**config.mk**
```make
export PLATFORM = sky130hd
export DESIGN_NAME = shared_adder_arbiter
export DESIGN_NICKNAME = d
export VERILOG_FILES = /design/src/rtl/shared_adder_pkg.sv /design/src/rtl/shared_adder_core.sv /design/src/rtl/shared_adder_arbiter.sv
export SDC_FILE = /design/constraint.sdc
export NUM_CORES = 1
export LEC_CHECK = 0
export CAP_MARGIN = 30
export CORE_ASPECT_RATIO = 0.7
export CORE_MARGIN = 3
export CORE_UTILIZATION = 40
export CTS_CLUSTER_DIAMETER = 150
export DETAILED_ROUTE_END_ITERATION = 8
export DONT_BUFFER_PORTS = 1
export HOLD_SLACK_MARGIN = 0.15
export PLACE_DENSITY_LB_ADDON = 0.15
export SLEW_MARGIN = 20
export SYNTH_ARGS = -nofsm -noshare
export SYNTH_HDL_FRONTEND = slang
export SYNTH_SLANG_ARGS = --single-unit
```
**constraint.sdc**
```tcl
create_clock -name clk -period 6.6 [get_ports clk]
set_input_delay 0.66 -clock clk [delete_from_list [all_inputs] [get_ports clk]]
set_output_delay 0.66 -clock clk [all_outputs]
set_load 0.02 [all_outputs]
```
**src/rtl/shared_adder_pkg.sv**
```systemverilog
// Shared definitions for the round-robin shared adder: slot states, widths and
// the operand-bus slicing helper.
package shared_adder_pkg;

    localparam int unsigned WidthDefault = 19;

    typedef enum logic {
        StEmpty,
        StFull
    } slot_state_e;

    function automatic int unsigned idw_of(int unsigned n);
        return (n > 1) ? unsigned'($clog2(n)) : 1;
    endfunction

    // Lowest bit of requester idx's operand inside a packed operand bus.
    function automatic int unsigned op_lsb(int unsigned idx, int unsigned width);
        return idx * width;
    endfunction

endpackage

```
**src/rtl/shared_adder_core.sv**
```systemverilog
// Combinational unsigned adder: 4-bit carry look-ahead blocks with the block
// carries rippled from group to group, carry-in tied to zero.
module shared_adder_core #(
    parameter int unsigned WIDTH = 19
) (
    input  logic [WIDTH-1:0] a_i,
    input  logic [WIDTH-1:0] b_i,
    output logic [WIDTH:0]   sum_o
);

    // Always at least one pad bit so the carry-out slice below is never empty.
    localparam int unsigned NumBlk = WIDTH / 4 + 1;
    localparam int unsigned PadW   = NumBlk * 4;

    logic [PadW-1:0] a_pad, b_pad, gen, prop;
    logic [PadW:0]   carry;
    logic            unused_carry;

    assign a_pad = PadW'(a_i);
    assign b_pad = PadW'(b_i);
    assign gen   = a_pad & b_pad;
    assign prop  = a_pad ^ b_pad;

    always_comb begin
        logic term;
        logic prod;
        carry = '0;
        term  = 1'b0;
        prod  = 1'b0;
        for (int b = 0; b < NumBlk; b++) begin
            for (int k = 1; k <= 4; k++) begin
                // c[k] = (P[k-1:0] & cin) | sum_j (G[j] & P[k-1:j+1]), flat per block
                term = carry[4*b];
                for (int j = 0; j < k; j++) begin
                    term = term & prop[4*b+j];
                end
                for (int j = 0; j < k; j++) begin
                    prod = gen[4*b+j];
                    for (int m = j + 1; m < k; m++) begin
                        prod = prod & prop[4*b+m];
                    end
                    term = term | prod;
                end
                carry[4*b+k] = term;
            end
        end
    end

    assign sum_o        = {carry[WIDTH], prop[WIDTH-1:0] ^ carry[WIDTH-1:0]};
    assign unused_carry = ^carry[PadW:WIDTH+1];

endmodule

```
**src/rtl/shared_adder_arbiter.sv**
```systemverilog
// Round-robin arbiter sharing one adder among NREQ valid/ready requesters, with a
// single registered response slot tagged by requester index.
module shared_adder_arbiter
    import shared_adder_pkg::*;
#(
    parameter int unsigned  NREQ  = 4,
    parameter int unsigned  WIDTH = WidthDefault,
    localparam int unsigned IDW   = idw_of(NREQ)
) (
    input  logic                  clk,
    input  logic                  rst,
    input  logic [NREQ-1:0]       req_valid,
    output logic [NREQ-1:0]       req_ready,
    input  logic [NREQ*WIDTH-1:0] req_x,
    input  logic [NREQ*WIDTH-1:0] req_y,
    output logic                  rsp_valid,
    input  logic                  rsp_ready,
    output logic [WIDTH:0]        rsp_sum,
    output logic [IDW-1:0]        rsp_id,
    output logic [15:0]           busy_cnt
);

    slot_state_e     state_q, state_d;
    logic [WIDTH:0]  sum_q, sum_d;
    logic [IDW-1:0]  id_q, id_d;
    logic [IDW-1:0]  rr_q, rr_d;
    logic [15:0]     busy_q, busy_d;

    logic            can_accept, grant_vld, fire;
    logic [IDW-1:0]  grant_idx;
    logic [WIDTH-1:0] x_arr [NREQ];
    logic [WIDTH-1:0] y_arr [NREQ];
    logic [WIDTH-1:0] x_mux, y_mux;
    logic [WIDTH:0]  core_sum;

    // A full slot can be drained and refilled in the same cycle.
    assign can_accept = (state_q == StEmpty) || rsp_ready;

    always_comb begin : grant_scan
        int unsigned idx;
        logic [IDW-1:0] idx_w;
        idx       = 0;
        idx_w     = '0;
        grant_vld = 1'b0;
        grant_idx = '0;
        for (int unsigned off = 0; off < NREQ; off++) begin
            idx = 32'(rr_q) + off;
            if (idx >= NREQ) begin
                idx = idx - NREQ;
            end
            idx_w = IDW'(idx);
            if (!grant_vld && req_valid[idx_w]) begin
                grant_vld = 1'b1;
                grant_idx = idx_w;
            end
        end
    end

    assign fire = !rst && can_accept && grant_vld;

    always_comb begin
        req_ready = '0;
        if (fire) begin
            req_ready[grant_idx] = 1'b1;
        end
    end

    for (genvar gi = 0; gi < NREQ; gi++) begin : g_slice
        assign x_arr[gi] = req_x[op_lsb(gi, WIDTH) +: WIDTH];
        assign y_arr[gi] = req_y[op_lsb(gi, WIDTH) +: WIDTH];
    end

    assign x_mux = x_arr[grant_idx];
    assign y_mux = y_arr[grant_idx];

    shared_adder_core #(
        .WIDTH (WIDTH)
    ) u_core (
        .a_i   (x_mux),
        .b_i   (y_mux),
        .sum_o (core_sum)
    );

    always_comb begin : next_state
        state_d = state_q;
        sum_d   = sum_q;
        id_d    = id_q;
        rr_d    = rr_q;
        busy_d  = busy_q;
        if (fire) begin
            state_d = StFull;
            sum_d   = core_sum;
            id_d    = grant_idx;
            rr_d    = (grant_idx == IDW'(NREQ - 1)) ? '0 : grant_idx + IDW'(1);
        end else if (state_q == StFull) begin
            if (rsp_ready) begin
                state_d = StEmpty;
            end else if (busy_q != 16'hFFFF) begin
                busy_d = busy_q + 16'd1;
            end
        end
    end

    always_ff @(posedge clk) begin
        if (rst) begin
            state_q <= StEmpty;
            sum_q   <= '0;
            id_q    <= '0;
            rr_q    <= '0;
            busy_q  <= '0;
        end else begin
            state_q <= state_d;
            sum_q   <= sum_d;
            id_q    <= id_d;
            rr_q    <= rr_d;
            busy_q  <= busy_d;
        end
    end

    assign rsp_valid = (state_q == StFull);
    assign rsp_sum   = sum_q;
    assign rsp_id    = id_q;
    assign busy_cnt  = busy_q;

endmodule
```
==> summary.md <==
| Metric | Value |
|---|---|
| Outcome | `completed` |
| Worst endpoint required time | `6.81 ns` |
| Rel. slew slack | `59.4%` |
| Vias in the first global route | `2657` |
| Hold Slack | `0.447 ns` |
| Critical path type | `flip-flop to flip-flop` |
| Buffers & Inverters on Critical Path | `0` |
| CP delay by family, top | `compound AO/OA/AOI/OAI gates` |
| Worst-Skew Late Latency | `0.28 ns` |
| Synthesized cell area | `roughly 3800 µm²` |
| Largest net degree at the start of global routing | `67` |
| Clock root buffer | `clkbuf_16` |
| IO buf count | `0` |
| Sequential share of the synthesized area | `21.4%` |
| Share of power burned in registers | `between 30% and 40%` |
| Initial Util | `41.7%` |
| #FFs+latches synth | `slightly above 40` |
| Worst VDD drop | `around 0.16 mV` |
| Hold-fix buffers at CTS | `0` |
| Arr. time, crit path | `about 6.1 ns` |
| Met1 global-route usage | `22.1%` |
| Hpwl dp | `7630 µm` |
| Util after Layout | `44.1%` |
| CTS tree | `done` |
| R2R cell count | `30` |
| Prevailing post-synth register cell | `dfxtp_1` |
| Switching Share | `about two fifths` |
| Synth area leader | `mux2i_1` |
| First-pass GRT wire length | `around 14000 µm` |
| CP max stage cell | `dfxtp_1` |
| Final hold vios | `0` |
| Final net count | `~580` |
| Fin. max-slew vios | `0` |
| Unrepaired setup endpoints after global routing | `false` |
| Psw | `just over 500 µW` |
| HP Class | `input pin to flip-flop` |
| Max Root-Sink Buffers | `2` |
| All-Layer GR Usage | `16.2%` |
| Clock Skew | `0.00450 ns` |
| Grt met2 use | `26.4%` |
| CP Launch Point | `rr_q[1]` |
| Hold_sp | `rst` |
| Synth Instances | `~400` |
| Crit path max fanout | `10` |
| Die Y | `between 80 and 90 µm` |
| Post-CTS Setup Inserts | `0` |
| Final min period | `5.88 ns` |
| Area of the die | `10800 µm²` |
| Total power | `1300 µW` |
| Worst setup EP type | `flip-flop` |
| Clock power frac | `22.2%` |
| Syn nets | `595` |
| Worst setup margin | `0.717 ns` |
| Reg clk slew, reported paths | `0.06 ns` |
| Synth top area share | `29.8%` |
| CTS sink cnt | `41` |
| Via count | `2838` |
| Post-route ant nets | `0` |
| I/O pin cnt | `202` |
| # diodes | `0` |
| Via density | `5.50` |
| Tcrit/Tclk final | `89.1%` |
| Setup TNS | `0 ns` |
| Synth Warn # | `0` |
| Pint | `788 µW` |
| Max Cap Viol | `0` |
| Post-synth ARST share | `0%` |
| Number of synthesized flops with an enable pin | `0` |
| Hold path depth | `1` |
| Drt initial violations | `between 100 and 150` |
| Die Wd | `123 µm` |
| Cell variety after synth | `50` |
| Most frequent cell after synthesis | `mux2i_1` |
| Reg-to-reg startpoint | `rr_q[1]` |
| Routing usage on met3 | `under 10%` |
| Share of cells above drive strength 1 | `under 10%` |
| Pre-CTS WS | `between 0.5 and 0.6 ns` |
| Cell mode on critical path | `a21o_1` |
| Top cells by count, synth | `114 x mux2i_1, 41 x dfxtp_1, 29 x ha_1, 21 x nor2_1, 19 x nand3_1` |
| Initial antenna violation count | `0` |
| Area grow syn2layout | `5.72%` |
| Top post-synthesis cells by area | `mux2i_1 30%, dfxtp_1 21%, ha_1 9.5%` |
| Setup-failing EPs final | `0` |
| Worst slew pin tran | `0.603 ns` |
| Core area | `9180 µm²` |
| Grt total ovfl | `0` |
| Slowest cell delay on critical path | `0.43 ns` |
| Busiest grt layer | `met2` |
| RePlAce Congestion | `around 0.74` |
| Row cnt | `29` |
| Fmax | `0.170 GHz` |
| Wire length per cell | `18.0 µm` |
| PwrDens | `~320 nW/µm²` |
| Drt total wl | `9300 µm` |
| Resize count post-CTS | `0` |
| Post-synthesis area per instance | `9.52 µm²` |
| Startpoint Class | `flip-flop` |
| Combinational Power Share | `47.5%` |
| CP Depth | `30` |
| LEAKAGE | `between 0.0015 and 0.002 µW` |
| Pre-antenna DRT Iters | `4` |
| TritonCTS buffer count | `5` |
| Htree depth | `2` |
| Drt drc | `0` |
==> power by group through the flow <==
stage	registers, µW	clock network (µW)	logic [µW]
after CTS	396	297	630
final	394	288	617
after floorplan	383	0	541
after global routing	401	304	699
after global placement	401	0	616
after detailed placement	402	0	627
==> through the flow <==
step / cell area [µm²] / instances
after detailed placement: 3860 / 507
final: 4050 / 516
after global placement: 3850 / 506
after global routing: 4050 / 516
after floorplan: 3830 / 402
after CTS: 4040 / 515
==> worst paths after layout <==
| path | to | slack (ns) |
|---|---|---|
| worst max-delay path | rsp_sum[18] | 0.72 |
| worst min-delay path | busy_cnt[12] | 0.45 |
| worst max register to register | rsp_sum[18] | 0.72 |
| worst min register to register | rr_q[0] | 0.56 |
==> cell usage in the layout, fill, tap and decap left out, drive strengths merged, types with 3 or more instances in the layout <==
master,Yosys,layout
mux2i,114,114
dfxtp,41,41
ha,29,29
o21ai,25,25
nor2,22,22
nand3,20,20
xnor2,16,16
inv,12,12
mux2,11,11
nand2,10,10
a21oi,8,8
nor4,8,8
a21o,7,7
xor2,7,7
nor3,7,7
nand2b,6,6
a211oi,6,6
nand4,6,6
clkbuf,4,6
fa,5,5
buf,19,5
and2,4,4
or3,3,3
==> kinds of logic (layout without fill, tap and decap cells) <==
family / Yosys count / in the layout / synth area share [%]
simple gates: 90 / 90 / 13.5
compound gates: 53 / 53 / 8.95
buf+inv: 36 / 26 / 5.72
flops: 41 / 41 / 21.4
fa+ha+maj: 34 / 34 / 12.1
mux: 125 / 125 / 33.0
xor+xnor: 23 / 23 / 5.26
==> per-layer routing <==
layer / routed length [µm] / vias up
li1: - / 1436
met1: 4230 / 1277
met2: 4170 / 123
met3: 863 / 2
met4: 33 / 0
met5: 0 / -
==> state kept, by name, summed over array words and instances (netlist names) <==
| register | cells |
|---|---|
| rsp_valid | 1 |
| rsp_sum | 20 |
| rsp_id | 2 |
| rr_q | 2 |
| busy_cnt | 16 |
==> cell type report <==
type                            instances  area (µm²)
Fill cell                             915        5130
Timing Repair Buffer                    5        57.6
Tap cell                              124         155
Sequential cell                        41         821
Multi-Input combinational cell        325        2790
Inverter                               13        48.8
Clock buffer                            6         139
Clock inverter                          2        37.5
Power figures use the tool's default switching activity.
